$ cat src/rtl/adder_subtractor.sv
// ---------------------------------------------------------------------------
// adder_subtractor
//   Registered WIDTH-bit adder/subtractor built from one ripple-carry chain.
//   SUB=1 inverts B and injects a carry-in of 1, so the same chain computes
//   A + ~B + 1 = A - B. The overflow flag V is interpreted per U:
//   unsigned carry/borrow, or two's-complement signed overflow.
//
// Ports
//   clk  in   single clock, all state updates on its rising edge
//   rst  in   synchronous active-high reset (clears S and V)
//   A    in   [WIDTH-1:0] first operand / minuend
//   B    in   [WIDTH-1:0] second operand / subtrahend
//   SUB  in   0: A+B, 1: A-B
//   U    in   1: unsigned operands, 0: two's-complement signed operands
//   S    out  [WIDTH-1:0] registered result, wraps modulo 2^WIDTH
//   V    out  registered overflow / out-of-range flag
// ---------------------------------------------------------------------------
module adder_subtractor #(
  parameter int WIDTH = 4
) (
  input  logic             clk,
  input  logic             rst,
  input  logic [WIDTH-1:0] A,
  input  logic [WIDTH-1:0] B,
  input  logic             SUB,
  input  logic             U,
  output logic [WIDTH-1:0] S,
  output logic             V
);

  logic [WIDTH-1:0] b_eff;
  logic [WIDTH-1:0] r;
  logic [WIDTH:0]   carry;

  logic [WIDTH-1:0] s_q, s_d;
  logic             v_q, v_d;

  logic             flag_unsigned;
  logic             flag_signed;

  assign b_eff    = B ^ {WIDTH{SUB}};
  assign carry[0] = SUB;

  // One full adder per bit; carry ripples from LSB to MSB.
  generate
    for (genvar gi = 0; gi < WIDTH; gi++) begin : g_fa
      assign r[gi]       = A[gi] ^ b_eff[gi] ^ carry[gi];
      assign carry[gi+1] = (A[gi] & b_eff[gi]) | (carry[gi] & (A[gi] ^ b_eff[gi]));
    end
  endgenerate

  // Unsigned: carry-out on add, inverted carry-out (borrow) on subtract.
  assign flag_unsigned = carry[WIDTH] ^ SUB;

  // Signed: the effective operands share a sign but the result's sign
  // differs. Using b_eff covers both add (A,B same sign) and subtract
  // (A,B opposite signs) with a single expression.
  assign flag_signed = (A[WIDTH-1] == b_eff[WIDTH-1]) && (r[WIDTH-1] != A[WIDTH-1]);

  always_comb begin
    s_d = r;
    v_d = U ? flag_unsigned : flag_signed;
  end

  always_ff @(posedge clk) begin
    if (rst) begin
      s_q <= '0;
      v_q <= 1'b0;
    end else begin
      s_q <= s_d;
      v_q <= v_d;
    end
  end

  assign S = s_q;
  assign V = v_q;

endmodule

$ cat config.mk
export PLATFORM = sky130hd
export DESIGN_NAME = adder_subtractor
export DESIGN_NICKNAME = d
export VERILOG_FILES = /design/src/rtl/adder_subtractor.sv
export SDC_FILE = /design/constraint.sdc
export NUM_CORES = 1
export LEC_CHECK = 0
export CORE_AREA = 10 10 47 49
export DETAILED_ROUTE_END_ITERATION = 6
export DIE_AREA = 0 0 57 59
export PLACE_DENSITY = 0.61
export SLEW_MARGIN = 0
export SYNTH_ARGS = -nofsm -noshare
export SYNTH_HDL_FRONTEND = slang
export SYNTH_SLANG_ARGS = --single-unit
export TNS_END_PERCENT = 100
$ cat constraint.sdc
create_clock -name clk -period 3 [get_ports clk]
set_input_delay 0.75 -clock clk [delete_from_list [all_inputs] [get_ports clk]]
set_output_delay 0.75 -clock clk [all_outputs]
set_load 0.01 [all_outputs]
* Yosys cells after proc, flatten, opt, wreduce, memory -nomap -nowiden
Index checks and enable logic that the tools add are counted.
Storage, ports and cells: output and inout port bits 5, bits in registers 5, input bits 12
Cells by class: mux-type cells 1, bitwise logic cells 22, eq/ne operators 2, reductions and logical operators 1
Operators with widths (count):
- XOR 1 bit | 9
- bitwise AND 1 bit | 8
- bitwise OR 1 bit | 4
- XOR 4 bit | 1
- equality test 1 bit | 1
- logical AND 1 bit | 1
- 2-to-1 mux 1 bit | 1
- inequality test 1 bit | 1

* Depth between registers and ports, before layout
Gate-level depths: netlist of run 1.
word-level depth 12, depth in mapped cells 8

* Worst setup path before layout of run 1
Ideal clock, no wire load.
kind in2reg, start point in SUB, end point reg v_q, in the netlist V, data required time 2883 ps, path buffers 1, stages on the path 8, setup slack 416 ps, data arrival time 2467 ps, cells stage by stage buf_6 mux2_2 fa_1 inv_1 fa_1 fa_1 xnor2_1 a32o_1
On the way: longest elaborated chain between the ends 12, elaborated cells on any way between the ends 23, classes of those cells 2 x eq/ne; 1 x mux; 19 x bitwise; 1 x reduce/logical
RTL lines:
- start, declared | RTL line 25 | input logic SUB,
- XOR 4 bit | RTL line 41 | assign b_eff = B ^ {WIDTH{SUB}};
- XOR 1 bit | RTL line 48 | assign carry[gi+1] = (A[gi] & b_eff[gi]) | (carry[gi] & (A[gi] ^ b_eff[gi]));
- bitwise AND 1 bit | RTL line 48
- bitwise OR 1 bit | RTL line 48
- bitwise AND 1 bit | RTL line 48
- bitwise OR 1 bit | RTL line 48
- bitwise AND 1 bit | RTL line 48
- bitwise OR 1 bit | RTL line 48
- bitwise AND 1 bit / XOR 1 bit (equally long branches) | RTL line 48, 47
- bitwise OR 1 bit / inequality test 1 bit (equally long branches) | RTL line 48, 58
- XOR 1 bit / logical AND 1 bit (equally long branches) | RTL line 53, 58
- 2-to-1 mux 1 bit * | RTL line 62 | v_d = U ? flag_unsigned : flag_signed;
- end signal, assigned | RTL line 71 | v_q <= v_d;
- end, declared | RTL line 36 | logic v_q, v_d;
Mark *: on every way between the ends. The rest lies on a longest branch, timed or not. A chain may end at the register's enable or synchronous reset.

* Worst setup path in the final report of run 1
start point in B[0], end point reg v_q, in the netlist V
On the way: longest elaborated chain between the ends 12, elaborated cells on any way between the ends 16, classes of those cells 1 x eq/ne; 1 x mux; 13 x bitwise; 1 x reduce/logical
RTL lines:
- start, declared | RTL line 24 | input logic [WIDTH-1:0] B,
- XOR 4 bit * | RTL line 41
- XOR 1 bit | RTL line 48
- bitwise AND 1 bit | RTL line 48
- bitwise OR 1 bit * | RTL line 48
- bitwise AND 1 bit * | RTL line 48
- bitwise OR 1 bit * | RTL line 48
- bitwise AND 1 bit * | RTL line 48
- bitwise OR 1 bit * | RTL line 48
- bitwise AND 1 bit / XOR 1 bit (equally long branches) | RTL line 48, 47
- bitwise OR 1 bit / inequality test 1 bit (equally long branches) | RTL line 48, 58
- XOR 1 bit / logical AND 1 bit (equally long branches) | RTL line 53, 58
- 2-to-1 mux 1 bit * | RTL line 62
Marks and branches as above.

==> flow_summary.yaml, run 1 <==
clock_network:
  cts_resized: 0
  htreeDepth: 1
  cts_setup_buffers: 0
  clk_pin_slew_ps: 40
  cts_inserted_buffers: 3
  cts_hold_buf: 0
  clockBufferDepth: 2
  clkSinkCount: 5
  root_buffer: "clkbuf_4"
  cts_tree: "done"
yosys:
  ys_seq_area_frac: 0.3347
  netlist_top_cells_area: "dfxtp_1 (33%), fa_1 (20%), xnor2_1 (12%)"
  ys_types: 12
  synth_area_um2: 299.0
  synth_top_cell_by_area: "dfxtp_1"
  syn_nets: 44
  ys_seq_elements: 5
  synthCells: 28
  syn_avg_cell_area_um2: 10.68
  netlist.area_leader.share: 0.3347
  yosysWarnings: 0
detailed_routing:
  wl_per_cell_um: 10.57
  vias_per_cell: 3.754
  dr.pass1.iters: 4
  drt_iter0_markers: 2
  drc: 0
  vias: 244
  totalWireLength_um: 687
  ant_nets: 0
timing:
  hold_viol: 0
  fmax_ghz: 0.3451
  relSlewSlack: 0.8544
  hold_slack_ps: 1160
  finalCritPeriodShare: 0.9658
  setup_viol: 0
  fin_ws_ps: 102.6
  maxSlewViolCount: 0
  grt_setup_unrepaired: "no"
  period_minus_slack_ps: 2897
  worst_slew_pin_slew_ps: 217.6
power:
  p_int_mw: 0.1767
  ir_drop_uv: 113.7
  power.density_nw_per_um2: 464.6
  p_clk_frac: 0.321
  p_comb_frac: 0.349
  switching_power_mw: 0.05985
  power_mw: 0.2366
  switching_share: 0.2530
  leakage_nw: 0.2156
  seqPwrFrac: 0.331
die:
  die-area_um2: 3363
  initial_core_util: 0.2134
  core-area_um2: 1401
  fp.dieW_um: 57
  ios: 17
  die_h_um: 59
  rows: 14
grt:
  grtUsageMet2: 0.07287
  grt-ovfl-total: 0
  busiest_layer: "met2"
  grt_use_met3: 0.03219
  grt_max_degree: 7
  use_met1: 0.03369
  grt_pass1_vias: 299
  grt_antenna_before_repair: 0
  track_usage: 0.04559
  grt_first_pass_wirelength_mm: 1.131
cells_and_area:
  final_common_cell: "clkdlybuf4s50_1"
  final_cells: 65
  antennaDiodeCount: 0
  fin_nets: 66
  layout-drive-gt1-share: 0.1224
  area_growth_pct: 70.29
  mostFrequentLayoutCells: "clkdlybuf4s50_1 (16), dfxtp_1 (5), inv_1 (5)"
min_path:
  hold_path.class: "input port to flop"
  hold-path-endpoint: "S[2]$_SDFF_PP0_"
  hold_start: "rst"
  hold_depth: 2
place:
  globalplace.congestion: 0.6647
  place_ws_ps: -167.6
  io_buffers: 16
  dp_hpwl_um: 658.4
  dp.cells: 61
setup_path:
  worst-path-max-fanout: 2
  path_cells: "clkdlybuf4s50_1, mux2_2, fa_1, inv_1, fa_1, fa_1, xnor2_1, a32o_1"
  start_kind: "input port"
  worst_ep_arrival_time_ps: 3030
  cp_data_required_time_ps: 3130
  cpPeakStageDelay_ps: 480
  critPathKind: "input port to flop"
  crit_path_top_delay_cell: "clkdlybuf4s50_1"
  crit_path_end_kind: "flop"
  timing.critical_path.mode_cell: "fa_1"
flow_run:
  max-cap-violations: 0
outcome:
  status: "finished clean"
-- layer usage --
| layer | wire length (um) | up-vias |
|---|---|---|
| li1 | - | 125 |
| met1 | 221 | 106 |
| met2 | 364 | 13 |
| met3 | 101 | 0 |
| met4 | 0 | 0 |
| met5 | 0 | - |
-- final cells by class --
cell class              count  area (um2)
fillers                   168       892.1
repair buffers             18       175.2
multi-input cells          17       168.9
flip-flops and latches      5       100.1
clock buffers               4       26.28
well taps                  16       20.02
inverters                   5       18.77
-- worst max path at each step --
stage | start | endpoint | slack (ps)
after floorplan | SUB | V$_SDFF_PP0_ | 420
after global placement | B[0] | V$_SDFF_PP0_ | -80
after detailed placement | B[0] | V$_SDFF_PP0_ | -170
after CTS | B[0] | V$_SDFF_PP0_ | 80
after global routing | B[0] | V$_SDFF_PP0_ | 60
final | B[0] | V$_SDFF_PP0_ | 100
-- stage by stage --
stage,setup TNS [ps],area [um2],util
after CTS,0,509.2,0.3634
final,0,509.2,0.3634
after global placement,-83.74,483.0,0.3446
after global routing,0,509.2,0.3634
after floorplan,0,299.0,-
after detailed placement,-167.6,483.0,0.3446
-- registers in the layout, indices dropped and copies added (netlist names) --
| register | flops |
|---|---|
| V | 1 |
| S | 4 |
-- synth_stat cells --
master and number:
dfxtp_1 5, fa_1 3, nor3_1 1, mux2_2 1, a32o_1 1, xor2_1 2
inv_1 5, buf_6 1, xnor2_1 4, nor2b_1 1, ha_1 1, nor2_1 3
-- cells by family after synthesis --
kind of cell	after synthesis	synth area share
multiplexers	1	0.03765
adder cells (fa/ha/maj)	4	0.2427
buffers and inverters	6	0.1004
AO/OA/AOI/OAI	1	0.03347
flip-flops	5	0.3347
XOR/XNOR	6	0.1757
AND/OR/NAND/NOR	5	0.07531
-- worst max-delay path: cells and delay by family --
family          cells  cell delay [ps]
buf+inv             2              560
fa+ha+maj           3             1010
xor+xnor            1              150
mux                 1              350
compound gates      1              210
-- power by group through the flow --
stage / Combinational (mW) / Sequential [mW] / Clock, mW
finish: 0.0825 / 0.0782 / 0.0759
global route: 0.0893 / 0.0797 / 0.0891
CTS: 0.0849 / 0.0784 / 0.0792
detailed placement: 0.0844 / 0.0796 / 0
global placement: 0.0796 / 0.0794 / 0
floorplan: 0.0342 / 0.0849 / 0
Note: power is estimated with default switching activity, not from simulation.
==> inputs of run 2 (changes only) <==
- ABC_AREA: unset -> 0
==> results of run 2 <==
Final layout, timing and power as in run 1 (identical DEF).
